$ cat src/rtl/reg_arith_arbiter.sv
// Round-robin arbiter sharing one register-arithmetic unit
// between the fetch-side PC updater and the execute-side updater.
module reg_arith_arbiter (
    input  logic       clk,
    input  logic       rst_n,
    input  logic [1:0] req_valid,
    output logic [1:0] req_ready,
    input  logic [1:0] req_op0,
    input  logic [7:0] req_x0,
    input  logic [2:0] req_v0,
    input  logic [1:0] req_op1,
    input  logic [7:0] req_x1,
    input  logic [2:0] req_v1,
    output logic [7:0] au_x,
    output logic [2:0] au_v,
    output logic       au_incr,
    output logic       au_decr,
    output logic       au_jizr,
    output logic       au_jnzr,
    input  logic [7:0] au_res,
    output logic [1:0] rsp_valid,
    output logic [7:0] rsp_data,
    input  logic [1:0] rsp_ready,
    output logic       busy
);

    typedef enum logic [1:0] {
        IDLE,
        EXEC,
        RESP
    } state_t;

    typedef struct packed {
        logic [1:0] op;
        logic [7:0] x;
        logic [2:0] v;
    } req_t;

    state_t     state;
    state_t     state_nxt;
    logic       rr_ptr;
    logic       win;
    req_t       cur;
    req_t       sel;
    logic [1:0] grant;
    logic [7:0] data_q;

    always_comb begin
        grant = 2'b00;
        unique case (req_valid)
            2'b01:   grant = 2'b01;
            2'b10:   grant = 2'b10;
            2'b11:   grant = rr_ptr ? 2'b10 : 2'b01;
            default: grant = 2'b00;
        endcase
    end

    always_comb begin
        sel = grant[1] ? {req_op1, req_x1, req_v1}
                       : {req_op0, req_x0, req_v0};
    end

    always_comb begin
        state_nxt = state;
        req_ready = 2'b00;
        rsp_valid = 2'b00;
        au_x      = 8'h00;
        au_v      = 3'h0;
        au_incr   = 1'b0;
        au_decr   = 1'b0;
        au_jizr   = 1'b0;
        au_jnzr   = 1'b0;
        busy      = (state != IDLE);
        unique case (state)
            IDLE: begin
                // grant is gated so reset holds req_ready low
                if (|req_valid) begin
                    req_ready = grant & {2{rst_n}};
                    state_nxt = EXEC;
                end
            end
            EXEC: begin
                au_x = cur.x;
                au_v = cur.v;
                unique case (cur.op)
                    2'b00: au_incr = 1'b1;
                    2'b01: au_decr = 1'b1;
                    2'b10: au_jizr = 1'b1;
                    2'b11: au_jnzr = 1'b1;
                    default: au_incr = 1'b0;
                endcase
                state_nxt = RESP;
            end
            RESP: begin
                rsp_valid[win] = 1'b1;
                if (rsp_ready[win]) begin
                    state_nxt = IDLE;
                end
            end
            default: state_nxt = IDLE;
        endcase
    end

    always_ff @(posedge clk or negedge rst_n) begin
        if (!rst_n) begin
            state  <= IDLE;
            rr_ptr <= 1'b0;
            win    <= 1'b0;
            cur    <= '0;
            data_q <= 8'h00;
        end else begin
            state <= state_nxt;
            if (state == IDLE && |req_valid) begin
                win    <= grant[1];
                rr_ptr <= ~grant[1];
                cur    <= sel;
            end
            if (state == EXEC) begin
                data_q <= au_res;
            end
        end
    end

    assign rsp_data = data_q;

endmodule
$ cat config.mk
export PLATFORM = sky130hd
export DESIGN_NAME = reg_arith_arbiter
export DESIGN_NICKNAME = d
export VERILOG_FILES = /design/src/rtl/reg_arith_arbiter.sv
export SDC_FILE = /design/constraint.sdc
export NUM_CORES = 1
export LEC_CHECK = 0
export ABC_AREA = 1
export CAP_MARGIN = 5
export CORE_MARGIN = 3
export CORE_UTILIZATION = 45
export CTS_BUF_LIST = sky130_fd_sc_hd__clkbuf_8
export DETAILED_ROUTE_END_ITERATION = 6
export PLACE_DENSITY = 0.84
export SKIP_LAST_GASP = 1
export SYNTH_ARGS = -nofsm -noshare
export SYNTH_HDL_FRONTEND = slang
export SYNTH_SLANG_ARGS = --single-unit
$ cat constraint.sdc
create_clock -name clk -period 3.9 [get_ports clk]
set_clock_uncertainty 0.15 [all_clocks]
set_input_delay 0.78 -clock clk [delete_from_list [all_inputs] [get_ports clk]]
set_output_delay 0.78 -clock clk [all_outputs]
set_load 0.03 [all_outputs]
==> summary.md, run 1 <==
| Metric | Value |
|---|---|
| # IOs | `between 60 and 70` |
| Number of global-route vias before repair | `between 1000 and 1500` |
| Die Wd | `just over 60 um` |
| Port Buf Inserts | `between 60 and 70` |
| R2r worst-path depth | `5` |
| HPWL Detailed | `approximately 2.8 mm` |
| Drt first-iter violations | `roughly 100` |
| Antenna violations before repair | `0` |
| Slew Viols, Final | `0` |
| Area growth syn-to-layout | `47.6%` |
| CTS Sinks | `25` |
| Ranking of synthesized cells by area | `dfrtp_1 46%, nand4_1 12%, nand2_1 9.9%` |
| Critical Path RT | `between 2 and 3 ns` |
| Layout cells sized above 1 | `6.96%` |
| Clock Tree Root | `clkbuf_8` |
| Setup TNS | `0 ns` |
| First-pass GRT wire length | `approximately 5.9 mm` |
| Fillers | `236` |
| R2R Path End | `win$_DFFE_PN0P_` |
| Post-Syn Nets | `between 200 and 250` |
| CTS tree | `built` |
| DRC | `0` |
| FMAX | `~300 MHz` |
| Avg Vias per Cell | `~5.3` |
| Register area | `626 um^2` |
| Netlist cell types | `17` |
| Setup CP Type | `input pin to output port` |
| Finished Core Util | `71.6%` |
| Type of origin of the critical path | `input pin` |
| H-tree depth | `1` |
| Worst-margin pin slew | `about 0.6 ns` |
| Global-route usage over all layers | `between 20% and 30%` |
| Warnings from Yosys | `0` |
| CTS resizes | `0` |
| R2R Setup Slk | `just over 2 ns` |
| Worst skew pair latency | `between 0.2 and 0.3 ns` |
| Worst hold endpoint | `rsp_data[0]$_DFFE_PN0P_` |
| RSZ-0062 raised after global routing | `no` |
| Max FO, Critical Path | `16` |
| Final Net Count | `around 270` |
| ANT cells | `0` |
| Period utilization | `about 84%` |
| Worst vdd ir | `between 0.0004 and 0.0005 V` |
| Area of the core | `around 2800 um^2` |
| Placed cell count | `~260` |
| Final non-filler cell total | `261` |
| Die area | `between 3000 and 4000 um^2` |
| Gp weighted congestion | `between 0.7 and 0.8` |
| Footprint of the multi-input gates | `about 550 um^2` |
| Largest net degree at the start of global routing | `30` |
| Seq/Total Area, Yosys | `a little under half` |
| Hold Crit Start | `rsp_data[0]$_DFFE_PN0P_` |
| HP Class | `flop to flop` |
| Die H | `a little over 60 um` |
| Yosys reg bits | `25` |
| Rows | `19` |
| Post-route minimum period | `3.28 ns` |
| Placed cell area | `between 1500 and 2000 um^2` |
| Leak | `approximately 0.95 nW` |
| Antenna Violating Nets Remaining | `0` |
| Starting Density | `48.5%` |
| Worst R2R Start | `state[0]$_DFFE_PN0P_` |
| Rel. slew slack | `about 60%` |
| Post-CTS setup buffer count | `0` |
| Post-synth top area cell | `dfrtp_1` |
| Final Hold Fails | `0` |
| Synthesized netlist cell count | `approximately 170` |
| Mapped Avg Cell Area | `around 8.1 um^2` |
| Total clock buffers created by CTS | `3` |
| Grt ovf | `0` |
| Synth top area share | `45.6%` |
| Worst Path Arrival | `between 2 and 2.5 ns` |
| Post-Syn Area | `approximately 1400 um^2` |
| Avg WL per Cell | `13.9 um` |
| Max Cap Viol | `0` |
| Hold path depth | `2` |
| Cell area after layout | `2020 um^2` |
| Status | `completed` |
| Clk slew on worst S/H paths | `0.09 ns` |
| # hold bufs at CTS | `0` |
| Drt pass-1 iters | `4` |
| Setup Viol. Count Final | `0` |
| Longest Clk Path Bufs | `2` |
| Power per cell area | `about 750 nW/um^2` |
| Final wirelength | `about 3.6 mm` |
| Vias | `around 1400` |
| Worst setup EP type | `output port` |
==> per-stage QoR <==
stage	hold WS (ns)	power [W]	worst slack, ns
3_5_place_dp	0.308	0.00137	0.671
3_3_place_gp	0.305	0.00135	0.752
5_1_grt	0.341	0.00164	0.495
6_report	0.325	0.00152	0.618
2_1_floorplan	0.312	0.00112	1.38
4_1_cts	0.328	0.00153	0.620
==> where the power goes <==
group / total, W / switching [W] / internal [W]
Combinational: 0.000882 / 0.000547 / 0.000335
Clock: 0.000151 / 0.0000794 / 0.0000714
Sequential: 0.000487 / 0.0000972 / 0.000389
==> registers in the layout, summed over array words and instances (netlist names) <==
signal    flops
cur          13
rsp_data      8
state         2
rr_ptr        1
win           1
==> how the worst max path moves through the flow <==
stage	start	to	slack [ns]	cells after the start
after floorplan	req_valid[0]	req_ready[1]	1.38	7
after global placement	req_valid[0]	req_ready[1]	0.75	9
after detailed placement	req_valid[0]	req_ready[1]	0.67	9
final	req_valid[0]	req_ready[1]	0.62	9
after global routing	req_valid[0]	req_ready[1]	0.49	9
after CTS	req_valid[0]	req_ready[1]	0.62	9
==> cells in the mapped netlist, drive strengths merged <==
| cell type | instances |
|---|---|
| inv | 21 |
| nand3 | 23 |
| nand2 | 40 |
| nor3 | 4 |
| nor2 | 17 |
| dfrtp | 25 |
| nand4 | 26 |
| o21ai | 1 |
| buf | 12 |
==> cells by family after synthesis <==
group	count (synthesis)	synth area share, %
AND/OR/NAND/NOR	110	40.1
AO/OA/AOI/OAI	1	0.365
buffers and inverters	33	14.0
flip-flops	25	45.6
==> final cells by class <==
class | instances | area share, %
clock inverter | 1 | 0.247
clock buffer | 3 | 2.04
tap | 31 | 1.92
multi-input combinational | 111 | 27.4
timing repair buffer | 69 | 33.6
inverter | 21 | 3.89
sequential | 25 | 30.9
==> layer usage <==
| layer | part of all wire [%] | track usage [%] |
|---|---|---|
| met1 | 41 | 27.8 |
| met2 | 53 | 35.2 |
| met3 | 5.3 | 4.61 |
| met4 | 0.69 | 2.79 |
| met5 | 0 | 0 |
==> critical path, cell delays in order <==
cell,delay (ns)
clkdlybuf4s50_1,0.46
buf_4,0.20
inv_1,0.10
nand2_4,0.17
nand2_4,0.15
inv_2,0.11
nand2_1,0.07
nor2_1,0.13
buf_4,0.18
==> cells in the final DEF, fill, tap and decap left out, types with 2 or more instances in the layout <==
master and n:
clkdlybuf4s50_1 65, nand2_1 36, nand4_1 26, dfrtp_1 25
nand3_1 22, inv_1 19, nor2_1 16, nor3_1 4
buf_4 4, nand2_4 3, clkbuf_8 3, inv_2 2
No activity file was read; power rests on OpenSTA's default activity.
==> run 2: changes to the inputs <==
--- a/config.mk
+++ b/config.mk
@@ -8,10 +8,10 @@
 export ABC_AREA = 1
 export CAP_MARGIN = 5
 export CORE_MARGIN = 3
-export CORE_UTILIZATION = 45
+export CORE_UTILIZATION = 41
 export CTS_BUF_LIST = sky130_fd_sc_hd__clkbuf_8
 export DETAILED_ROUTE_END_ITERATION = 6
-export PLACE_DENSITY = 0.84
+export PLACE_DENSITY = 0.77
 export SKIP_LAST_GASP = 1
 export SYNTH_ARGS = -nofsm -noshare
 export SYNTH_HDL_FRONTEND = slang
==> constraint.sdc (replaced) <==
create_clock -name clk -period 3.3 [get_ports clk]
set_clock_uncertainty 0.15 [all_clocks]
set_input_delay 0.66 -clock clk [delete_from_list [all_inputs] [get_ports clk]]
set_output_delay 0.66 -clock clk [all_outputs]
set_load 0.03 [all_outputs]
==> run 2 against run 1 <==
Effect of this change:
- setup slack worse by 0.18 ns
- sequential share of layout area down 0.45 points
- global-route usage down 2.3 points
- clock power up 15%
- via count down 3.8%
- final cell count up 5.7%
- largest power group unchanged
==> summary.md, run 2 (synthesis gave the netlist of run 1 again) <==
| Metric | Value |
|---|---|
| R2r worst-path depth | `4` |
| Antenna violations before repair | `0` |
| GR Util met3 | `~3.9%` |
| HP Class | `flop to flop` |
| Worst R2R Start | `state[0]$_DFFE_PN0P_` |
| DRC | `0` |
| Die H | `63.8 um` |
| Die Wd | `63.8 um` |
| Type of origin of the critical path | `flop` |
| RSZ-0062 raised after global routing | `no` |
| Worst skew pair latency | `approximately 0.26 ns` |
| Worst Path Arrival | `just over 2 ns` |
| Leak | `approximately 0.96 nW` |
| Most frequent cells in the layout | `65 x clkdlybuf4s50_1, 36 x nand2_1, 26 x nand4_1` |
| Crit path launch | `state[0]$_DFFE_PN0P_` |
| # IOs | `68` |
| Max reg flops | `13` |
| Period utilization | `around 87%` |
| Area of the core | `3130 um^2` |
| Grt ovf | `0` |
| Drt pass-1 iters | `4` |
| Avg WL per Cell | `~13 um` |
| CP max-delay cell | `clkdlybuf4s50_1` |
| Clk slew on worst S/H paths | `roughly 0.080 ns` |
| WP buf/inv | `1` |
| Met2 Use GR | `between 30% and 40%` |
| Largest net degree at the start of global routing | `26` |
| # hold bufs at CTS | `0` |
| CTS tree | `built` |
| FMAX | `around 350 MHz` |
| Starting Density | `a little over two fifths` |
| Global-route usage over all layers | `18.5%` |
| CTS resizes | `0` |
| Drt first-iter violations | `81` |
| Number of cells on the critical path | `3` |
| First-pass GRT wire length | `6.08 mm` |
| Cells along the critical path | `nand2_4 > nor3_1 > clkdlybuf4s50_1` |
| Max FO, Critical Path | `24` |
| Clock power share | `9.7%` |
| Worst setup path end | `au_jizr` |
| Sequential Power Share | `31.8%` |
| Worst vdd ir | `0.000567 V` |
| CTS Sinks | `25` |
| Die area | `4070 um^2` |
| Total clock buffers created by CTS | `3` |
| Met1 usage | `about a quarter` |
| Setup CP Type | `flop to output port` |
| Final Hold Fails | `0` |
| Leading cell type in the layout, fill and taps excluded | `clkdlybuf4s50_1` |
| H-tree depth | `1` |
| Placed cell count | `~270` |
| Clock Tree Root | `clkbuf_8` |
| Cell internal pwr | `about 0.00095 W` |
| Longest Clk Path Bufs | `2` |
| Rows | `20` |
| Rel. slew slack | `around 70%` |
| Crit path max-delay family | `buffers and inverters` |
| Gp weighted congestion | `0.746` |
| R2R Setup Slk | `~1.7 ns` |
| Avg Vias per Cell | `4.80` |
| Psw | `~0.00084 W` |
| Port Buf Inserts | `between 60 and 70` |
| Critical Path RT | `between 2 and 2.5 ns` |
| Worst setup EP type | `output port` |
| R2R Path End | `cur[11]$_DFFE_PN0P_` |
| Power per cell area | `roughly 870 nW/um^2` |
| Sw Share | `between 40% and 50%` |
| Max Cap Viol | `0` |
| Layout cells sized above 1 | `under 10%` |
| Post-CTS setup buffer count | `0` |
| Cell area after layout | `between 2000 and 2500 um^2` |
| Number of global-route vias before repair | `approximately 1300` |
| Gate power share | `roughly three fifths` |
| Final wirelength | `3.56 mm` |
| Post-route minimum period | `~2.9 ns` |
| Setup TNS | `0 ns` |
| Worst-margin pin slew | `0.465 ns` |
| Area growth syn-to-layout | `49.8%` |
| Busiest grt layer | `met2` |
| Vias | `1325` |
| Antenna Violating Nets Remaining | `0` |
| Slew Viols, Final | `0` |
| Status | `completed` |
| Final Net Count | `273` |
| ANT cells | `0` |
| HPWL Detailed | `2.73 mm` |
| Setup Viol. Count Final | `0` |
| Final non-filler cell total | `between 200 and 300` |
| Finished Core Util | `between 60% and 70%` |
| Placed cell area | `2010 um^2` |
| Largest Register | `cur` |
| CP peak stage delay | `around 0.7 ns` |
run 2: changes by cell type in the layout (fill, tap and decap cells not counted), sizes merged:
cell and change:
buf +2, clkinv -1, inv +1
run 2: how the worst min path moves through the flow:
stage	start	endpoint	slack (ns)	cells after the start
2_1_floorplan	rst_n	cur[0]$_DFFE_PN0P_	0.21	0
3_3_place_gp	rsp_data[4]$_DFFE_PN0P_	rsp_data[4]$_DFFE_PN0P_	0.30	2
3_5_place_dp	rsp_data[1]$_DFFE_PN0P_	rsp_data[1]$_DFFE_PN0P_	0.31	2
4_1_cts	rsp_data[6]$_DFFE_PN0P_	rsp_data[6]$_DFFE_PN0P_	0.33	2
5_1_grt	rsp_data[1]$_DFFE_PN0P_	rsp_data[1]$_DFFE_PN0P_	0.35	2
6_report	rsp_data[4]$_DFFE_PN0P_	rsp_data[4]$_DFFE_PN0P_	0.32	2
run 2: stage by stage:
stage	worst slack [ns]	hold WS, ns	power, W
4_1_cts	0.416	0.327	0.00182
3_5_place_dp	0.526	0.307	0.00164
6_report	0.437	0.324	0.00179
2_1_floorplan	1.02	0.214	0.00133
5_1_grt	0.294	0.347	0.00195
3_3_place_gp	0.535	0.303	0.00162
run 2: cell type report:
class / count / area [um^2]
clock buffer: 3 / 41.3
clock inverter: 1 / 3.75
fill: 308 / 1070
inverter: 21 / 78.8
multi-input combinational: 111 / 554
sequential: 25 / 626
tap: 44 / 55.1
timing repair buffer: 71 / 696
run 2: power groups by stage:
stage                     logic, W  registers, W  clock network (W)
final                      0.00105      0.000570           0.000173
after global routing       0.00116      0.000593           0.000194
after CTS                  0.00107      0.000571           0.000179
after detailed placement   0.00106      0.000577                  0
after global placement     0.00105      0.000574                  0
after floorplan           0.000688      0.000640                  0
run 2: tightest hold or removal path, delay by kind of cell (launching register included):
kind / cells / cell delay [ns]
AND/OR/NAND/NOR: 2 / 0.10
flip-flops: 1 / 0.35
run 2: metal layers:
metal	vias to the layer above	share of wire [%]
li1	684	-
met1	598	44
met2	41	49
met3	2	5.4
met4	0	0.96
met5	-	0
==> run 3: changes to the inputs <==
--- a/config.mk
+++ b/config.mk
@@ -11,7 +11,9 @@
 export CORE_UTILIZATION = 41
 export CTS_BUF_LIST = sky130_fd_sc_hd__clkbuf_8
 export DETAILED_ROUTE_END_ITERATION = 6
+export HOLD_SLACK_MARGIN = 0.1
 export PLACE_DENSITY = 0.77
+export SKIP_CTS_REPAIR_TIMING = 1
 export SKIP_LAST_GASP = 1
 export SYNTH_ARGS = -nofsm -noshare
 export SYNTH_HDL_FRONTEND = slang
==> results of run 3 <==
No change in the layout: final DEF, timing and power equal those of run 2.
